--- config.mk ---
export PLATFORM = sky130hd
export DESIGN_NAME = carrier_generator
export DESIGN_NICKNAME = d
export VERILOG_FILES = /design/src/rtl/carrier_generator.sv
export SDC_FILE = /design/constraint.sdc
export NUM_CORES = 1
export LEC_CHECK = 0
export CORE_MARGIN = 3
export CORE_UTILIZATION = 48
export DETAILED_ROUTE_END_ITERATION = 12
export PLACE_DENSITY = 0.77
export SYNTH_ARGS = -nofsm -noshare
export SYNTH_HDL_FRONTEND = slang
export SYNTH_SLANG_ARGS = --single-unit
--- constraint.sdc ---
create_clock -name clk -period 9.48 [get_ports clk]
set_input_delay 2.37 -clock clk [delete_from_list [all_inputs] [get_ports clk]]
set_output_delay 2.37 -clock clk [all_outputs]
set_load 0.01 [all_outputs]
--- src/rtl/carrier_generator.sv ---
// carrier_generator: runtime-configurable triangle / sawtooth PWM carrier with
// boundary pulses for duty-cycle reload and sync.
module carrier_generator #(
    parameter int WIDTH  = 6,
    parameter int STEP_W = 4
) (
    input  logic              clk,
    input  logic              rst,
    input  logic              en,
    input  logic [1:0]        mode,
    input  logic [WIDTH-1:0]  peak,
    input  logic [STEP_W-1:0] step,
    output logic [WIDTH-1:0]  count,
    output logic              dir,
    output logic              at_peak,
    output logic              at_zero,
    output logic              period_start
);
    typedef enum logic [1:0] {M_TRI = 2'b00, M_UP = 2'b01, M_DN = 2'b10, M_HOLD = 2'b11} mode_e;
    // Wide enough that count+step never wraps, whichever input is wider.
    localparam int XW = (WIDTH > STEP_W ? WIDTH : STEP_W) + 1;
    mode_e            mode_m;
    logic             adv;
    logic [XW-1:0]    s_x, cnt_x, pk_x, sum_x;
    logic [WIDTH-1:0] s_w;
    logic [WIDTH-1:0] count_q, count_d;
    logic             dir_q, dir_d;
    logic             at_peak_q, at_peak_d;
    logic             at_zero_q, at_zero_d;
    logic             ps_q, ps_d;
    assign mode_m = mode_e'(mode);
    assign adv    = en && mode_m != M_HOLD;
    assign s_x    = (step == '0) ? XW'(1) : {{(XW-STEP_W){1'b0}}, step};
    assign cnt_x  = {{(XW-WIDTH){1'b0}}, count_q};
    assign pk_x   = {{(XW-WIDTH){1'b0}}, peak};
    assign sum_x  = cnt_x + s_x;
    assign s_w    = s_x[WIDTH-1:0];
    always_comb begin
        count_d   = count_q;
        dir_d     = dir_q;
        at_peak_d = 1'b0;
        at_zero_d = 1'b0;
        ps_d      = 1'b0;
        if (adv) begin
            if (peak == '0) begin
                count_d = '0;
                dir_d   = 1'b1;
            end else if (mode_m == M_TRI) begin
                if (dir_q) begin
                    count_d = (sum_x >= pk_x) ? peak : count_q + s_w;
                    dir_d   = !(sum_x >= pk_x);
                end else begin
                    count_d = (cnt_x <= s_x) ? '0 : count_q - s_w;
                    dir_d   = cnt_x <= s_x;
                end
            end else if (mode_m == M_UP) begin
                count_d = (cnt_x >= pk_x) ? '0 : (sum_x >= pk_x) ? peak : count_q + s_w;
                dir_d   = 1'b1;
            end else begin
                count_d = (count_q == '0) ? peak : (cnt_x <= s_x) ? '0 : count_q - s_w;
                dir_d   = 1'b0;
            end
            at_peak_d = peak != '0 && count_d == peak;
            at_zero_d = count_d == '0;
            // Saw-down periods restart at the top; the others restart at zero.
            ps_d      = (mode_m == M_DN && peak != '0) ? at_peak_d : at_zero_d;
        end
    end
    always_ff @(posedge clk) begin
        if (rst) begin
            count_q   <= '0;
            dir_q     <= 1'b1;
            at_peak_q <= 1'b0;
            at_zero_q <= 1'b0;
            ps_q      <= 1'b0;
        end else begin
            count_q   <= count_d;
            dir_q     <= dir_d;
            at_peak_q <= at_peak_d;
            at_zero_q <= at_zero_d;
            ps_q      <= ps_d;
        end
    end
    assign count        = count_q;
    assign dir          = dir_q;
    assign at_peak      = at_peak_q;
    assign at_zero      = at_zero_q;
    assign period_start = ps_q;
endmodule

; Word level (Yosys, flattened, before mapping)
; Index checks and enable logic that the tools add are counted.
[totals]
register_bits = 10
input_bits = 15
out_inout_bits = 10
word_cells = 42
[classes]
n_addsub = 3
n_lt_le_gt_ge = 3
eq_ne = 4
n_mux = 15
n_bitwise = 1
n_reduce_logical = 11
[op_table]
columns = cell, count
row1 = $mux 6, 9
row2 = $logic_not 6->1, 3
row3 = $add 6x4->7, 1
row4 = $ge 7x6->1, 1
row5 = $add 6x4->6, 1
row6 = $eq 6x6->1, 1
row7 = $ge 6x6->1, 1
row8 = $le 6x4->1, 1
row9 = $reduce_bool 6->1, 1
row10 = $sub 6x4->6, 1
row11 = $mux 1, 5
row12 = $logic_not 4->1, 1
row13 = $mux 4, 1
row14 = $logic_and 1x1->1, 3
row15 = $eq 2x1->1 const B, 1
row16 = $eq 2x2->1 const B, 1
row17 = $logic_not 2->1, 1
row18 = $ne 2x2->1 const B, 1
row19 = $reduce_or 2->1, 1
row20 = $logic_not 1->1, 1
row21 = $not 1->1, 1

; Depth between registers and ports, before layout
[logic_depth]
depth_word = 13
mapped_depth = 18

; Worst setup path before layout
; No wires, ideal clock.
[synth_timing]
path_kind = in2reg
start = in step[1]
end = reg at_peak_q, in the netlist at_peak
t_arrival_ns = 5.833
required_ns = 9.406
slack_ns = 3.573
cell_stages = 16
n_path_buf = 0
path_cell_list = inv_1 -> a31o_2 -> ha_1 -> fa_1 -> nand2b_1 -> a21oi_1 -> xor2_1 -> ha_1 -> and3_1 -> a211oi_2 -> o211ai_1 -> a31oi_2 -> mux2i_1 -> or4b_1 -> nor4_2 -> nor3b_2
[synth_between]
elab_chain_len = 12
[synth_rtl]
columns = item, line_no
row1 = from (decl), 12  ; input logic [STEP_W-1:0] step,
row2 = $logic_not 4->1, 33  ; assign s_x = (step == '0) ? XW'(1) : {{(XW-STEP_W){1'b0}}, step};
row3 = $mux 4 *, 33
row4 = $add 6x4->7, 36  ; assign sum_x = cnt_x + s_x;
row5 = $ge 7x6->1, "50, 57"
row6 = $mux 6, "50, 57"
row7 = $mux 6, 57  ; count_d = (cnt_x >= pk_x) ? '0 : (sum_x >= pk_x) ? peak : count_q + s_w;
row8 = $mux 6, 56  ; end else if (mode_m == M_UP) begin
row9 = $mux 6 *, 48  ; end else if (mode_m == M_TRI) begin
row10 = $mux 6 *, 45  ; if (peak == '0) begin
row11 = $mux 6 *, 44  ; if (adv) begin
row12 = $eq 6x6->1 *, 63  ; at_peak_d = peak != '0 && count_d == peak;
row13 = $logic_and 1x1->1 *, 63
row14 = to (signal assigned), 79  ; at_peak_q <= at_peak_d;
row15 = to (decl), 28  ; logic at_peak_q, at_peak_d;
; Mark *: on every way between the ends. The rest lies on a longest branch, timed or not. The select of a mux whose other input is x is not followed.
; A chain may end at the register's enable or synchronous reset.

; Worst setup path after layout
; Same ends and word-level chain as after synthesis.

==> run summary <==
The count of nets left with antenna violations once routing finished came out at 0. The Yosys step of the flow raised 0 warnings. The number of buffers and inverters on the critical path is 2. For this run, the leading register cell type out of synthesis is sky130_fd_sc_hd__dfxtp_1. The number of flops mapped to enable cells by yosys came out at 0. The clock sink count came out at 10. Between clock sinks in the finished design, the worst skew comes to 0.00282 ns. The via density per instance came out at 6.61. The number of resized instances in the post-cts repair step is 0. The distinct cell type count of the synthesized netlist is 54.

The net switching power figure came out at 0.000139 W. Routability-driven placement finished with a final weighted congestion of 1.06. The number of synthesized register bits came out at 10.

The number of antenna violations at the first check in global routing came to 0. Walking the worst path, the cells encountered are clkdlybuf4s50_1, inv_1, a31o_2, ha_1, nor2b_1, o2111a_1, nor3_1, nor2_1, ha_1, a21oi_1, nand2_1, a211oi_2, o211ai_1, a31oi_2, mux2i_1, or4b_1, nor4_2, nor3b_2. The worst setup path is of the in2reg kind. The flow ran to the end, and the final reports show no timing, DRC or antenna violations.

In this run the post-CTS setup repair buffer count came out at 0. Cell internal power was estimated by the tool at 0.000160 W. The area added between synthesis and finish came out at 16.8%. The global route total overflow is 0. The smallest clock period supported by the final layout is computed as 6.90 ns. The first-iteration detailed-routing DRC count came out at 232. TritonCTS built the clock tree. The peak fanout along the critical path came out at 7.

Counting along the longest clock path gives a buffer depth of 2. The total power per unit cell area came out at 145 nW/µm². Cells fill 60.1% of the core in the end. The die outline area came out at 4450 µm².

The leakage component of the power came out at 0.894 nW. The signal arrival time at the worst endpoint is 7.07 ns. Grouping stages by cell kind, the critical path spends the most delay in compound AO/OA/AOI/OAI gates. The fraction of power spent switching nets is 46.5%.

After synthesis, flip-flops and latches occupy 11.3% of the total area. The combinational group share of total power came out at 63.8%. The count of port buffers added during placement came out at 24.

Setup violations remaining at the end of the flow were counted as 0. The number of global-route vias before repair is 1,787. The number of H-tree levels is 1. The I/O pin count is 25.

Setup repair after global routing left no endpoint under its margin. STA classifies the critical path startpoint as an input pin. Detailed routing inserted a total of 2,016 vias. The total number of placement rows is 21. The post-synthesis instance area came out at 1770 µm². The relative contribution of sequential cells to total power came out at 18.1%. The cell with the largest stage delay on the worst path is sky130_fd_sc_hd__or4b_1. The most numerous cell type found on the critical path is sky130_fd_sc_hd__ha_1. The DRC violation count after routing came out at 0. The overall global routing resource usage is 26.4%. The sum of negative setup slack came out at 0 ns.

For the pin with the worst max-slew slack, the measured transition is 0.696 ns. The die outline width came out at 66.7 µm. IR analysis of the VDD net gives a maximum drop of 0.0000833 V. Dividing the final minimum period by the clock period gives 72.8%.

The fraction of registers with async set/reset is 0%. The clock network accounts for 18.1% of the total power. The layout net count is 298. Detailed placement ended at an HPWL of 4.15 mm. Data on the critical path is required at its endpoint by 9.65 ns. The first-pass GRT wire length is 8.94 mm.

For this run, the slowest stage of the critical path takes 0.56 ns. The maximum frequency from static timing analysis is 145 MHz. In this run the worst hold path is classified as reg2reg. The layout has 302 filler cells. The max-slew violation total from the final report is 0. The max capacitance violation total came out at 0. The number of antenna diodes is 0. The number of clock buffers added by TritonCTS is 3. STA classifies the critical path endpoint as a register.

The floorplan step defined a core boundary enclosing 3440 µm². The maximum number of pins on one net before global-route repair came out at 20. CTS placed an instance of sky130_fd_sc_hd__clkbuf_8 at the clock tree root. The ratio of cells with drive above 1 in the final layout is 5.79%. The net count of the mapped netlist came out at 282.

The worst slew margin relative to its limit came out at 53.5%. The number of hold buffers added after cts is 0. Averaged over all synthesized cells, the footprint is 7.26 µm². After clock tree synthesis, the clock-pin slew on the worst setup and hold paths is 0.05 ns.

The die is 66.7 µm tall. The initial core utilization came out at 51.4%. The average wire length per cell after detail routing is 17.8 µm.

The final number of hold-violating endpoints came out at 0. The detailed-route wire length came out at 5.43 mm. The number of detailed-routing iterations run before antenna repair came out at 5.

Synthesis produced a netlist whose cell count is 244. Clock latency on the worst-skew pair, taken at its later pin, is 0.24 ns.
power groups by stage:
stage / sequential (W) / combinational, W / clock, W
after floorplan: 0.0000521 / 0.000138 / 0
after global placement: 0.0000546 / 0.000181 / 0
after detailed placement: 0.0000547 / 0.000183 / 0
after CTS: 0.0000539 / 0.000185 / 0.0000545
after global routing: 0.0000548 / 0.000210 / 0.0000570
final: 0.0000540 / 0.000191 / 0.0000542
cells in the mapped netlist, drive strengths merged, types with 4 or more instances:
cell / count / area share [%]
nor2: 29 / 7.1
and3: 4 / 1.4
o211ai: 4 / 1.7
nor2b: 5 / 1.8
nand2: 18 / 3.8
clkbuf: 7 / 1.5
nand3: 9 / 2.5
buf: 6 / 1.6
o21ai: 11 / 3.1
ha: 21 / 15
nand2b: 4 / 1.4
dfxtp: 10 / 11
a31oi: 4 / 1.8
a211oi: 9 / 4.1
xnor2: 4 / 2.0
o21a: 6 / 2.5
a21oi: 16 / 4.5
inv: 16 / 3.4
nor3: 8 / 2.3
o31ai: 5 / 2.1
a221oi: 4 / 2.3
final cells by class:
type / count / area [µm²] / area share, %
Sequential cell: 10 / 200 / 9.68
Timing Repair Buffer: 24 / 240 / 11.6
Clock buffer: 4 / 55.1 / 2.66
Tap cell: 46 / 57.6 / 2.78
Inverter: 16 / 60.1 / 2.90
Multi-Input combinational cell: 205 / 1460 / 70.4
placed cells by master (no fill, tap or decap), types with 4 or more instances in the layout:
master | netlist | layout
sky130_fd_sc_hd__a211oi_1 | 8 | 8
sky130_fd_sc_hd__a21oi_1 | 16 | 16
sky130_fd_sc_hd__and3_1 | 4 | 4
sky130_fd_sc_hd__clkbuf_8 | 0 | 4
sky130_fd_sc_hd__clkdlybuf4s50_1 | 0 | 24
sky130_fd_sc_hd__dfxtp_1 | 10 | 10
sky130_fd_sc_hd__ha_1 | 21 | 21
sky130_fd_sc_hd__inv_1 | 16 | 16
sky130_fd_sc_hd__nand2_1 | 18 | 18
sky130_fd_sc_hd__nand2b_1 | 4 | 4
sky130_fd_sc_hd__nand3_1 | 9 | 9
sky130_fd_sc_hd__nor2_1 | 28 | 28
sky130_fd_sc_hd__nor2b_1 | 5 | 5
sky130_fd_sc_hd__nor3_1 | 8 | 8
sky130_fd_sc_hd__o211ai_1 | 4 | 4
sky130_fd_sc_hd__o21a_1 | 6 | 6
sky130_fd_sc_hd__o21ai_0 | 11 | 11
sky130_fd_sc_hd__o31ai_1 | 5 | 5
sky130_fd_sc_hd__xnor2_1 | 4 | 4
metal layers:
metal	GRT usage, %	wire length, µm	vias up
li1	-	-	941
met1	36.6	2390	912
met2	38.4	2300	131
met3	5.90	508	32
met4	12.2	228	0
met5	0	0	-
sequential cells by signal, summed over array words and instances, names as in the netlist:
register	flops
dir	1
count	6
at_peak	1
at_zero	1
period_start	1
kinds of logic after synthesis:
logic type               after synthesis  synth area share, %
AND/OR/NAND/NOR                       92                 27.3
AO/OA/AOI/OAI                         79                 32.0
buffers and inverters                 29                 6.50
adder cells (fa/ha/maj)               23                 17.1
flip-flops                            10                 11.3
XOR/XNOR                               7                 3.46
multiplexers                           4                 2.33
worst register-to-register path: stages (launching register included):
cell and delay [ns]:
sky130_fd_sc_hd__dfxtp_1 0.38, sky130_fd_sc_hd__ha_1 0.49, sky130_fd_sc_hd__inv_1 0.10, sky130_fd_sc_hd__a221oi_1 0.33, sky130_fd_sc_hd__xnor2_1 0.32, sky130_fd_sc_hd__ha_1 0.34, sky130_fd_sc_hd__and3_1 0.20, sky130_fd_sc_hd__a211oi_2 0.55
sky130_fd_sc_hd__o211ai_1 0.23, sky130_fd_sc_hd__a31oi_2 0.36, sky130_fd_sc_hd__mux2i_1 0.13, sky130_fd_sc_hd__or4b_1 0.56, sky130_fd_sc_hd__nor4_2 0.21, sky130_fd_sc_hd__nor3b_2 0.20
stage by stage:
stage / total power [W] / setup slack (ns) / instances / instance area (µm²) / hold slack (ns)
floorplan: 0.000190 / 3.57 / 244 / 1770 / 0.520
global placement: 0.000236 / 2.47 / 301 / 2010 / 0.537
detailed placement: 0.000238 / 2.40 / 301 / 2010 / 0.541
CTS: 0.000294 / 2.62 / 305 / 2070 / 0.548
global route: 0.000322 / 2.21 / 305 / 2070 / 0.568
finish: 0.000299 / 2.58 / 305 / 2070 / 0.544
path summary, 6_finish.rpt:
kind	start	end	slack (ns)	cells after the start
worst max register to register	count[2]	at_peak	5.03	13
worst max-delay path	step[1]	at_peak	2.58	18
worst min register to register	count[0]	count[0]	0.54	2
worst min-delay path	count[0]	count[0]	0.54	2
(Power assumes the default switching activity.)
